==> src/rtl/simd_product_accumulator_if.sv <==
// Product-beat and accumulator-result bus between the SIMD multiplier, the
// segmented accumulator and the DSP writeback.
interface simd_product_accumulator_if #(
  parameter int unsigned ACC_W = 48
);
  logic                 in_valid;
  logic                 in_ready;
  logic                 in_last;
  logic [44:0]          result_0;
  logic [44:0]          result_1;
  logic [15:0]          simd_carry;
  logic [1:0]           mode;
  logic                 signed_en;
  logic                 out_valid;
  logic                 out_ready;
  logic [8*ACC_W-1:0]   acc_out;
  logic [1:0]           out_mode;
  logic                 err_mode;

  modport master (
    output in_valid, in_last, result_0, result_1, simd_carry, mode, signed_en, out_ready,
    input  in_ready, out_valid, acc_out, out_mode, err_mode
  );

  modport slave (
    input  in_valid, in_last, result_0, result_1, simd_carry, mode, signed_en, out_ready,
    output in_ready, out_valid, acc_out, out_mode, err_mode
  );
endinterface

==> src/rtl/simd_product_accumulator.sv <==
// Final segmented add of the multiplier's redundant vectors, lane split with
// sign/zero extension, and per-lane group accumulation with a valid/ready output.
module simd_product_accumulator #(
  parameter int unsigned ACC_W   = 48,
  parameter int unsigned ACC_LEN = 4
) (
  input logic                       clk,
  input logic                       reset,
  simd_product_accumulator_if.slave bus
);
  localparam int NumLanes = 8;
  localparam int SumW     = 45;
  localparam int RawW     = 47;
  localparam int Bnd [NumLanes] = '{13, 17, 23, 27, 31, 35, 41, 45};

  typedef logic [ACC_W-1:0] lane_t;
  typedef enum logic [1:0] {StIdle, StAccum, StDrain} state_e;

  state_e        state_q, state_d;
  logic [7:0]    cnt_q, cnt_d;
  logic [1:0]    grp_mode_q, grp_mode_d;
  logic          err_q;
  logic          s1_valid_q, s1_first_q;
  lane_t         s1_lane_q [NumLanes];
  lane_t         acc_q [NumLanes];
  lane_t         acc_d [NumLanes];

  logic [7:0]      active;
  logic [SumW-1:0] kill;
  logic [SumW-1:0] seg_sum;
  lane_t           lane [NumLanes];
  logic            in_ready, out_valid, handshake;
  logic            first, match, accept, take, final_beat;

  function automatic lane_t extend(logic [RawW-1:0] raw, int w, logic sgn);
    lane_t mask;
    lane_t fill;
    mask = (lane_t'(1) << w) - lane_t'(1);
    fill = {ACC_W{sgn & raw[w-1]}};
    return (lane_t'(raw) & mask) | (fill & ~mask);
  endfunction

  // Bit j set when boundary j splits lanes in this mode; boundary 7 (bit 45) always does.
  always_comb begin
    unique case (bus.mode)
      2'b00:   active = 8'b1000_0000;
      2'b01:   active = 8'b1000_1000;
      2'b10:   active = 8'b1010_1010;
      default: active = 8'b1111_1111;
    endcase
  end

  always_comb begin
    kill = '0;
    for (int j = 0; j < NumLanes - 1; j++) begin
      if (active[j]) kill[Bnd[j]] = 1'b1;
    end
  end

  always_comb begin
    logic c;
    c       = 1'b0;
    seg_sum = '0;
    for (int i = 0; i < SumW; i++) begin
      if (kill[i]) c = 1'b0;
      seg_sum[i] = bus.result_0[i] ^ bus.result_1[i] ^ c;
      c = (bus.result_0[i] & bus.result_1[i]) | (c & (bus.result_0[i] ^ bus.result_1[i]));
    end
  end

  // Each lane is its sum slice topped by the boundary's two carry bits.
  always_comb begin
    logic [RawW-1:0] raw;
    logic [2:0]      k;
    int              lo;
    int              w;
    for (int n = 0; n < NumLanes; n++) lane[n] = '0;
    raw = '0;
    k   = '0;
    lo  = 0;
    w   = 0;
    if (bus.mode == 2'b00) begin
      lane[0] = extend(RawW'(seg_sum), SumW, bus.signed_en);
    end else begin
      for (int j = 0; j < NumLanes; j++) begin
        if (active[j]) begin
          w   = Bnd[j] - lo;
          raw = RawW'(seg_sum >> lo) & ((RawW'(1) << w) - RawW'(1));
          raw = raw | (RawW'(bus.simd_carry[2*j +: 2]) << w);
          lane[k] = extend(raw, w + 2, bus.signed_en);
          lo = Bnd[j];
          k  = k + 3'd1;
        end
      end
    end
  end

  assign first      = (state_q == StIdle);
  assign match      = first | (bus.mode == grp_mode_q);
  assign accept     = bus.in_valid & in_ready;
  assign take       = accept & match;
  assign final_beat = take & (bus.in_last | (({1'b0, cnt_q} + 9'd1) == 9'(ACC_LEN)));
  assign handshake  = out_valid & bus.out_ready;

  always_ff @(posedge clk) begin
    if (reset) state_q <= StIdle;
    else       state_q <= state_d;
  end

  always_comb begin
    state_d = state_q;
    unique case (state_q)
      StIdle:  if (take) state_d = final_beat ? StDrain : StAccum;
      StAccum: if (final_beat) state_d = StDrain;
      StDrain: if (handshake) state_d = StIdle;
      default: state_d = StIdle;
    endcase
  end

  // out_valid waits for the closing beat to leave the input register.
  always_comb begin
    in_ready  = (state_q != StDrain);
    out_valid = (state_q == StDrain) & ~s1_valid_q;
    bus.in_ready  = in_ready;
    bus.out_valid = out_valid;
    bus.out_mode  = grp_mode_q;
    bus.err_mode  = err_q;
    bus.acc_out   = '0;
    for (int k = 0; k < NumLanes; k++) bus.acc_out[k*ACC_W +: ACC_W] = acc_q[k];
  end

  always_comb begin
    cnt_d      = cnt_q;
    grp_mode_d = grp_mode_q;
    if (handshake)  cnt_d = '0;
    else if (take)  cnt_d = cnt_q + 8'd1;
    if (take && first) grp_mode_d = bus.mode;
  end

  always_comb begin
    for (int k = 0; k < NumLanes; k++) begin
      acc_d[k] = acc_q[k];
      if (s1_valid_q) acc_d[k] = s1_first_q ? s1_lane_q[k] : acc_q[k] + s1_lane_q[k];
    end
  end

  always_ff @(posedge clk) begin
    if (reset) begin
      cnt_q      <= '0;
      grp_mode_q <= 2'b00;
      err_q      <= 1'b0;
      s1_valid_q <= 1'b0;
      s1_first_q <= 1'b0;
      for (int k = 0; k < NumLanes; k++) begin
        s1_lane_q[k] <= '0;
        acc_q[k]     <= '0;
      end
    end else begin
      cnt_q      <= cnt_d;
      grp_mode_q <= grp_mode_d;
      err_q      <= accept & ~match;
      s1_valid_q <= take;
      s1_first_q <= first;
      for (int k = 0; k < NumLanes; k++) begin
        if (take) s1_lane_q[k] <= lane[k];
        acc_q[k] <= acc_d[k];
      end
    end
  end
endmodule

==> src/flat_wrapper.sv <==
// flat-port wrapper written by rule: the top's interface ports become plain ports
module simd_product_accumulator_flat 
#(
  parameter int unsigned ACC_W   = 48,
  parameter int unsigned ACC_LEN = 4
)
  (clk, reset, bus_in_valid, bus_in_last, bus_result_0, bus_result_1, bus_simd_carry, bus_mode, bus_signed_en, bus_out_ready, bus_in_ready, bus_out_valid, bus_acc_out, bus_out_mode, bus_err_mode);
  simd_product_accumulator_if #(.ACC_W(ACC_W)) bus_i ();
  input logic clk;
  input logic reset;
  input wire logic [$bits(bus_i.in_valid)-1:0] bus_in_valid;
  input wire logic [$bits(bus_i.in_last)-1:0] bus_in_last;
  input wire logic [$bits(bus_i.result_0)-1:0] bus_result_0;
  input wire logic [$bits(bus_i.result_1)-1:0] bus_result_1;
  input wire logic [$bits(bus_i.simd_carry)-1:0] bus_simd_carry;
  input wire logic [$bits(bus_i.mode)-1:0] bus_mode;
  input wire logic [$bits(bus_i.signed_en)-1:0] bus_signed_en;
  input wire logic [$bits(bus_i.out_ready)-1:0] bus_out_ready;
  output wire logic [$bits(bus_i.in_ready)-1:0] bus_in_ready;
  output wire logic [$bits(bus_i.out_valid)-1:0] bus_out_valid;
  output wire logic [$bits(bus_i.acc_out)-1:0] bus_acc_out;
  output wire logic [$bits(bus_i.out_mode)-1:0] bus_out_mode;
  output wire logic [$bits(bus_i.err_mode)-1:0] bus_err_mode;
  assign bus_i.in_valid = bus_in_valid;
  assign bus_i.in_last = bus_in_last;
  assign bus_i.result_0 = bus_result_0;
  assign bus_i.result_1 = bus_result_1;
  assign bus_i.simd_carry = bus_simd_carry;
  assign bus_i.mode = bus_mode;
  assign bus_i.signed_en = bus_signed_en;
  assign bus_i.out_ready = bus_out_ready;
  assign bus_in_ready = bus_i.in_ready;
  assign bus_out_valid = bus_i.out_valid;
  assign bus_acc_out = bus_i.acc_out;
  assign bus_out_mode = bus_i.out_mode;
  assign bus_err_mode = bus_i.err_mode;
  simd_product_accumulator #(.ACC_W(ACC_W), .ACC_LEN(ACC_LEN)) u_core (.clk(clk), .reset(reset), .bus(bus_i));
endmodule
==> config.mk <==
export PLATFORM = sky130hd
export DESIGN_NAME = simd_product_accumulator_flat
export DESIGN_NICKNAME = d
export VERILOG_FILES = /design/src/rtl/simd_product_accumulator_if.sv /design/src/rtl/simd_product_accumulator.sv /design/src/flat_wrapper.sv
export SDC_FILE = /design/constraint.sdc
export NUM_CORES = 2
export LEC_CHECK = 0
export CAP_MARGIN = 20
export CELL_PAD_IN_SITES_DETAIL_PLACEMENT = 1
export CELL_PAD_IN_SITES_GLOBAL_PLACEMENT = 2
export CORE_ASPECT_RATIO = 0.9
export CORE_UTILIZATION = 39
export CTS_CLUSTER_DIAMETER = 120
export DETAILED_ROUTE_END_ITERATION = 10
export PLACE_DENSITY_LB_ADDON = 0.3
export SLEW_MARGIN = 20
export SYNTH_ARGS = -nofsm -noshare
export SYNTH_HDL_FRONTEND = slang
export SYNTH_SLANG_ARGS = --single-unit
==> constraint.sdc <==
create_clock -name clk -period 59.8 [get_ports clk]
set_input_delay 8.97 -clock clk [delete_from_list [all_inputs] [get_ports clk]]
set_output_delay 8.97 -clock clk [all_outputs]
set_load 0.1 [all_outputs]
# After elaboration in Yosys (flattened, before gate mapping)
# Memory sizes are Yosys's and may differ from the RTL's.
# Cells that the tools add are included.
dict set report op_classes {
  bitwise_logic 306
  n_lt_le_gt_ge 21
  n_eq_ne 10
  n_addsub 51
  mux 145
  n_shift 28
  n_reduce_logical 12
}
# op n
set op_table {}
lappend op_table {{$mux 384} 13}
lappend op_table {{$bwmux 384} 7}
lappend op_table {{$mux 48} 42}
lappend op_table {{$demux 48 s3} 7}
lappend op_table {{$mux 32} 13}
lappend op_table {{$add 48x48->48} 8}
lappend op_table {{$and 47x48->48} 7}
lappend op_table {{$and 48x48->48} 7}
lappend op_table {{$mux 336} 1}
lappend op_table {{$not 48->48} 7}
lappend op_table {{$or 48x48->48} 7}
lappend op_table {{$shl 1x32->48 const A} 7}
lappend op_table {{$sub 48x1->48 const B} 7}
lappend op_table {{$and 47x47->47} 7}
lappend op_table {{$or 47x47->47} 7}
lappend op_table {{$shl 1x32->47 const A} 7}
lappend op_table {{$shl 2x32->47} 7}
lappend op_table {{$shr 45x32->47} 7}
lappend op_table {{$sub 47x1->47 const B} 7}
lappend op_table {{$add 32x3->32 const B} 7}
lappend op_table {{$lt 32x8->1 const B} 7}
lappend op_table {{$sub 32x2->32 const B} 7}
lappend op_table {{$sub 6x32->32 const A} 4}
lappend op_table {{$and 1x1->1} 102}
lappend op_table {{30 further kinds} 271}
dict set report totals {
  memories 2
  output_inout_bits 389
  ram_bits 768
  ff_bits 15
}
# memory depth width rd rd_clocked_by_memory_dff write_ports line_no
set memory_table {}
lappend memory_table {u_core.acc_q 8 48 8 0 8 simd_product_accumulator.sv:25} ;# lane_t acc_q [NumLanes];
lappend memory_table {u_core.s1_lane_q 8 48 8 0 8 simd_product_accumulator.sv:24} ;# lane_t s1_lane_q [NumLanes];

# Logic depth before layout (Yosys ltp)
dict set report depth {
  ltp_word 126
  mapped_depth 77
}

# Worst setup path before layout
# No wires, ideal clock.
dict set report synth_path {
  path_kind {input port to flip-flop}
  start {in bus_result_1[0]}
  end {mem u_core.s1_lane_q[1][162] in the netlist's numbering, data pin}
  t_arrival_ns 26.302
  cell_stages 77
  required_time_ns 59.535
  setup_time_ns 0.265
  path_slack_ns 33.233
  cell_sequence {ha_1 -> inv_1 -> fa_1 -> fa_1 -> fa_1 -> fa_1 -> fa_1 -> fa_1 -> fa_1 -> fa_1 -> fa_1 -> fa_1 -> fa_1 -> inv_1 -> fa_1 -> nand2_1 -> fa_1 -> fa_1 -> (+41 left out) -> inv_1 -> fa_1 -> fa_1 -> xnor3_1 -> a22oi_1 -> mux2i_1 -> nor2b_1 -> a31oi_1 -> a41oi_1 -> a311o_1 -> a311oi_2 -> a21oi_1 -> or2_1 -> buf_4 -> nor2b_4 -> buf_6 -> buf_6 -> nand2b_1}
}
# item line_no
set synth_lines {}
lappend synth_lines {{from (decl)} flat_wrapper.sv:14} ;# input wire logic [$bits(bus_i.result_1)-1:0] bus_result_1;
lappend synth_lines {{to (decl)} simd_product_accumulator.sv:24}

==> metrics.txt <==
status=finished clean; Post-Syn Area=0.0605 mm²; 1st-iter DRT viols=5224; reg2reg start=u_core.s1_lane_q[1][144]$_SDFFCE_PP0P_; DIE WIDTH=417 µm; vertical extent of the die=376 µm; Leakage=28.2 nW; TritonCTS clock tree=done; Sum Neg Setup Slack=0 ps; minimum period implied by the final worst setup slack=29270 ps; min setup slack post-route=30530 ps; arrival time worst endpoint=29800 ps; Power Dens Cells=29.4 mW/mm²; fraction of layout instances using a drive strength above 1=0.0527; Max Slew Vio Count=0; number of global-route vias before repair=59990; Worst IR Drop VDD=0.0201 mV; mean area per synthesized cell=8.19 µm²; sink of the worst hold path=u_core.s1_first_q$_SDFF_PP0_; ranking of synthesized cells by instance count=sky130_fd_sc_hd__nor2_1, sky130_fd_sc_hd__nand2_1, sky130_fd_sc_hd__a21oi_1; Rel. slew slack=0.175; buffer cell driving the clock tree root=sky130_fd_sc_hd__clkbuf_16; Sink Count=783; unrepaired setup endpoints after global routing=no; critical path start-end classification=input pin to flop; highest net fanout along the worst path=28; overall routed net length=268 mm; fraction of the cycle the final worst path needs=0.490; Reg2Reg Depth=15; post-CTS repair timing setup buffer count=0; distinct cell type count of the synthesized netlist=95; Reg-to-Reg End=u_core.acc_q[1][188]$_SDFFE_PP0P_; Setup crit end kind=flop; clock network latency to the later pin of the worst-skew pair=720 ps; library cell with the highest instance count after synthesis=sky130_fd_sc_hd__nor2_1; first-pass GRT wire length=395 mm; maximum level of the CTS H-tree=3; number of nets at the end of the flow=8151; top achievable clock speed=0.0342 GHz; setup skew after layout=29.4 ps; residual DRC count=0; core area=0.153 mm²; floorplan row count=136; Top-Level Pins=503; I/O Buffers=502; cell seen most often among critical-path stages=sky130_fd_sc_hd__fa_1; DP Worst Slack=30000 ps; CTS-repair resized insts=0; DR vias=59944; all-layer global routing usage=0.331; CP max-delay cell=sky130_fd_sc_hd__nand2_1; HPWL reported at the end of detailed placement=199 mm; most frequently used flop master after synthesis=sky130_fd_sc_hd__dfxtp_1; Min-Delay Path Depth=1; average via count per standard cell=6.16; async set or reset register ratio after synthesis=0; WL/cell=27.5 µm; last weighted congestion value of the routability-driven placer=0.979; count of final setup violators=0; area fraction of the dominant cell type after synthesis=0.191; largest net degree at the start of global routing=217; count of yosys warnings during synthesis=0; total congestion overflow after global routing=0; clock tree buffer depth=3; Yosys top cell by area=sky130_fd_sc_hd__edfxtp_1; share of the yosys chip area belonging to registers=0.322; Die Area=0.157 mm²; Hold Crit Start=u_core.state_q[0]$_SDFFE_PP0P_; total of max-cap violations=0; clock slew seen by the registers of the worst setup and hold paths=60 ps; number of nets with antenna violations after detailed routing=0; dominant cells by area after synthesis=sky130_fd_sc_hd__edfxtp_1, sky130_fd_sc_hd__dfxtp_1, sky130_fd_sc_hd__ha_1; kind of start point of the critical path=input pin; start point of the critical path=bus_result_1[0]; EDFF count, synth=384; count of fill cells added during filler insertion=18093; largest stage delay on the critical path=700 ps; flip-flop and latch count after synthesis=783; hold buffer count at cts=0; initial standard-cell utilization of the core=0.395; count of endpoints failing hold in the final timing report=0; detailed-routing iteration count for the pre-antenna-repair pass=6; cells after synthesis=7386; area delta synth->final=16.3%; antenna violations before repair=12; Crit path required time=60330 ps; Num CTS Buffers=96; worst-margin pin slew=1230 ps; worst min path class=flop to flop; minimum setup slack among reg-to-reg paths=54810 ps
==> metrics by stage <==
step	utilization	hold WS, ps	area [µm²]	instances	power, mW
floorplan	-	459	60600	7404	1.19
global placement	0.437	477	67000	9549	1.42
detailed placement	0.437	482	67000	9550	1.43
CTS	0.459	491	70400	9732	2.07
global route	0.459	510	70400	9736	2.14
finish	0.459	497	70400	9738	2.07
==> state kept, by name, indices dropped and copies added (netlist names) <==
name,flops
u_core.acc_q,384
u_core.s1_lane_q,384
u_core.cnt_q,8
u_core.bus.out_mode,2
u_core.state_q,2
u_core.bus.err_mode,1
u_core.s1_first_q,1
u_core.s1_valid_q,1
==> per-layer routing <==
metal	GRT usage	up-vias	routed length [µm]
met5	0	-	20
met4	0.166	2	15400
met3	0.0526	572	16500
met2	0.540	2089	123000
met1	0.423	29822	113000
li1	-	27459	-
==> cell families (layout without fill, tap and decap cells) <==
logic type | after synthesis | in the layout | share of synthesized area
AOI/OAI and AO/OA | 2586 | 2586 | 0.276
muxes | 182 | 182 | 0.0370
buffers and inverters | 763 | 1021 | 0.0486
and+or+nand+nor | 2275 | 2275 | 0.166
other | 2 | 26 | 0.000124
adders and majority gates | 459 | 459 | 0.101
DFF | 783 | 783 | 0.322
xor gates and xnor gates | 336 | 336 | 0.0488
==> worst max-delay path: cells and delay by family <==
kind	cells	cell delay, ps
fa+ha+maj	44	14280
compound gates	7	2210
simple gates	10	1660
buf+inv	13	1590
xor+xnor	1	670
mux	1	340
==> power by group <==
group          switching (mW)  total, mW  internal (mW)
sequential             0.0564      0.671          0.615
combinational           0.549      0.769          0.220
clock                   0.261      0.629          0.368
total                   0.867       2.07           1.20
==> worst max-delay path by stage <==
stage	to	slack, ps	cells after the start
final	u_core.s1_lane_q[0][187]$_SDFFCE_PP0P_	30530	76
after global routing	u_core.s1_lane_q[0][178]$_SDFFCE_PP0P_	29690	76
after CTS	u_core.s1_lane_q[0][187]$_SDFFCE_PP0P_	30770	76
after detailed placement	u_core.s1_lane_q[0][187]$_SDFFCE_PP0P_	30000	76
after global placement	u_core.s1_lane_q[0][172]$_SDFFCE_PP0P_	30360	76
after floorplan	u_core.s1_lane_q[1][162]$_SDFFCE_PP0P_	33230	77
==> final cells by class <==
| cell class | instances | area, µm² | area share |
|---|---|---|---|
| Timing Repair Buffer | 598 | 5740 | 0.0816 |
| Sequential cell | 783 | 19500 | 0.277 |
| Inverter | 241 | 905 | 0.0129 |
| Clock inverter | 56 | 623 | 0.00885 |
| Clock buffer | 126 | 2710 | 0.0385 |
| Multi-Input combinational cell | 5858 | 38300 | 0.544 |
| Antenna cell | 6 | 15.0 | 0.000213 |
| Tap cell | 2070 | 2590 | 0.0368 |
==> layout by cell type (no fill, tap or decap), types with 22 or more instances in the layout <==
cell | synthesis | layout
sky130_fd_sc_hd__o211ai_1 | 262 | 262
sky130_fd_sc_hd__a22oi_1 | 73 | 73
sky130_fd_sc_hd__nand2_1 | 695 | 691
sky130_fd_sc_hd__clkinv_2 | 0 | 23
sky130_fd_sc_hd__clkdlybuf4s50_1 | 0 | 480
sky130_fd_sc_hd__a221oi_1 | 40 | 40
sky130_fd_sc_hd__nor2_1 | 912 | 906
sky130_fd_sc_hd__and2_1 | 36 | 36
sky130_fd_sc_hd__o21a_1 | 56 | 56
sky130_fd_sc_hd__xor2_1 | 157 | 157
sky130_fd_sc_hd__nor3_1 | 91 | 90
sky130_fd_sc_hd__nor2b_1 | 86 | 86
sky130_fd_sc_hd__buf_4 | 3 | 108
sky130_fd_sc_hd__nand3_1 | 129 | 129
sky130_fd_sc_hd__a31oi_1 | 74 | 74
sky130_fd_sc_hd__nand2b_1 | 85 | 85
sky130_fd_sc_hd__inv_1 | 234 | 232
sky130_fd_sc_hd__ha_1 | 408 | 403
sky130_fd_sc_hd__mux4_2 | 30 | 30
sky130_fd_sc_hd__a211oi_1 | 161 | 161
sky130_fd_sc_hd__mux2i_1 | 120 | 120
sky130_fd_sc_hd__nand4_1 | 66 | 66
sky130_fd_sc_hd__o22ai_1 | 49 | 49
sky130_fd_sc_hd__fa_1 | 51 | 51
sky130_fd_sc_hd__and3_1 | 59 | 59
sky130_fd_sc_hd__a21boi_0 | 46 | 46
sky130_fd_sc_hd__dfxtp_1 | 399 | 397
sky130_fd_sc_hd__clkbuf_16 | 0 | 101
sky130_fd_sc_hd__a21o_1 | 239 | 239
sky130_fd_sc_hd__o31ai_1 | 29 | 29
sky130_fd_sc_hd__a41oi_1 | 22 | 22
sky130_fd_sc_hd__o21ai_0 | 573 | 572
sky130_fd_sc_hd__mux2_2 | 31 | 31
sky130_fd_sc_hd__o21bai_1 | 59 | 59
sky130_fd_sc_hd__or3_1 | 27 | 27
sky130_fd_sc_hd__a21oi_1 | 644 | 643
sky130_fd_sc_hd__edfxtp_1 | 384 | 384
sky130_fd_sc_hd__xnor2_1 | 178 | 178
Power figures use the tool's default switching activity.
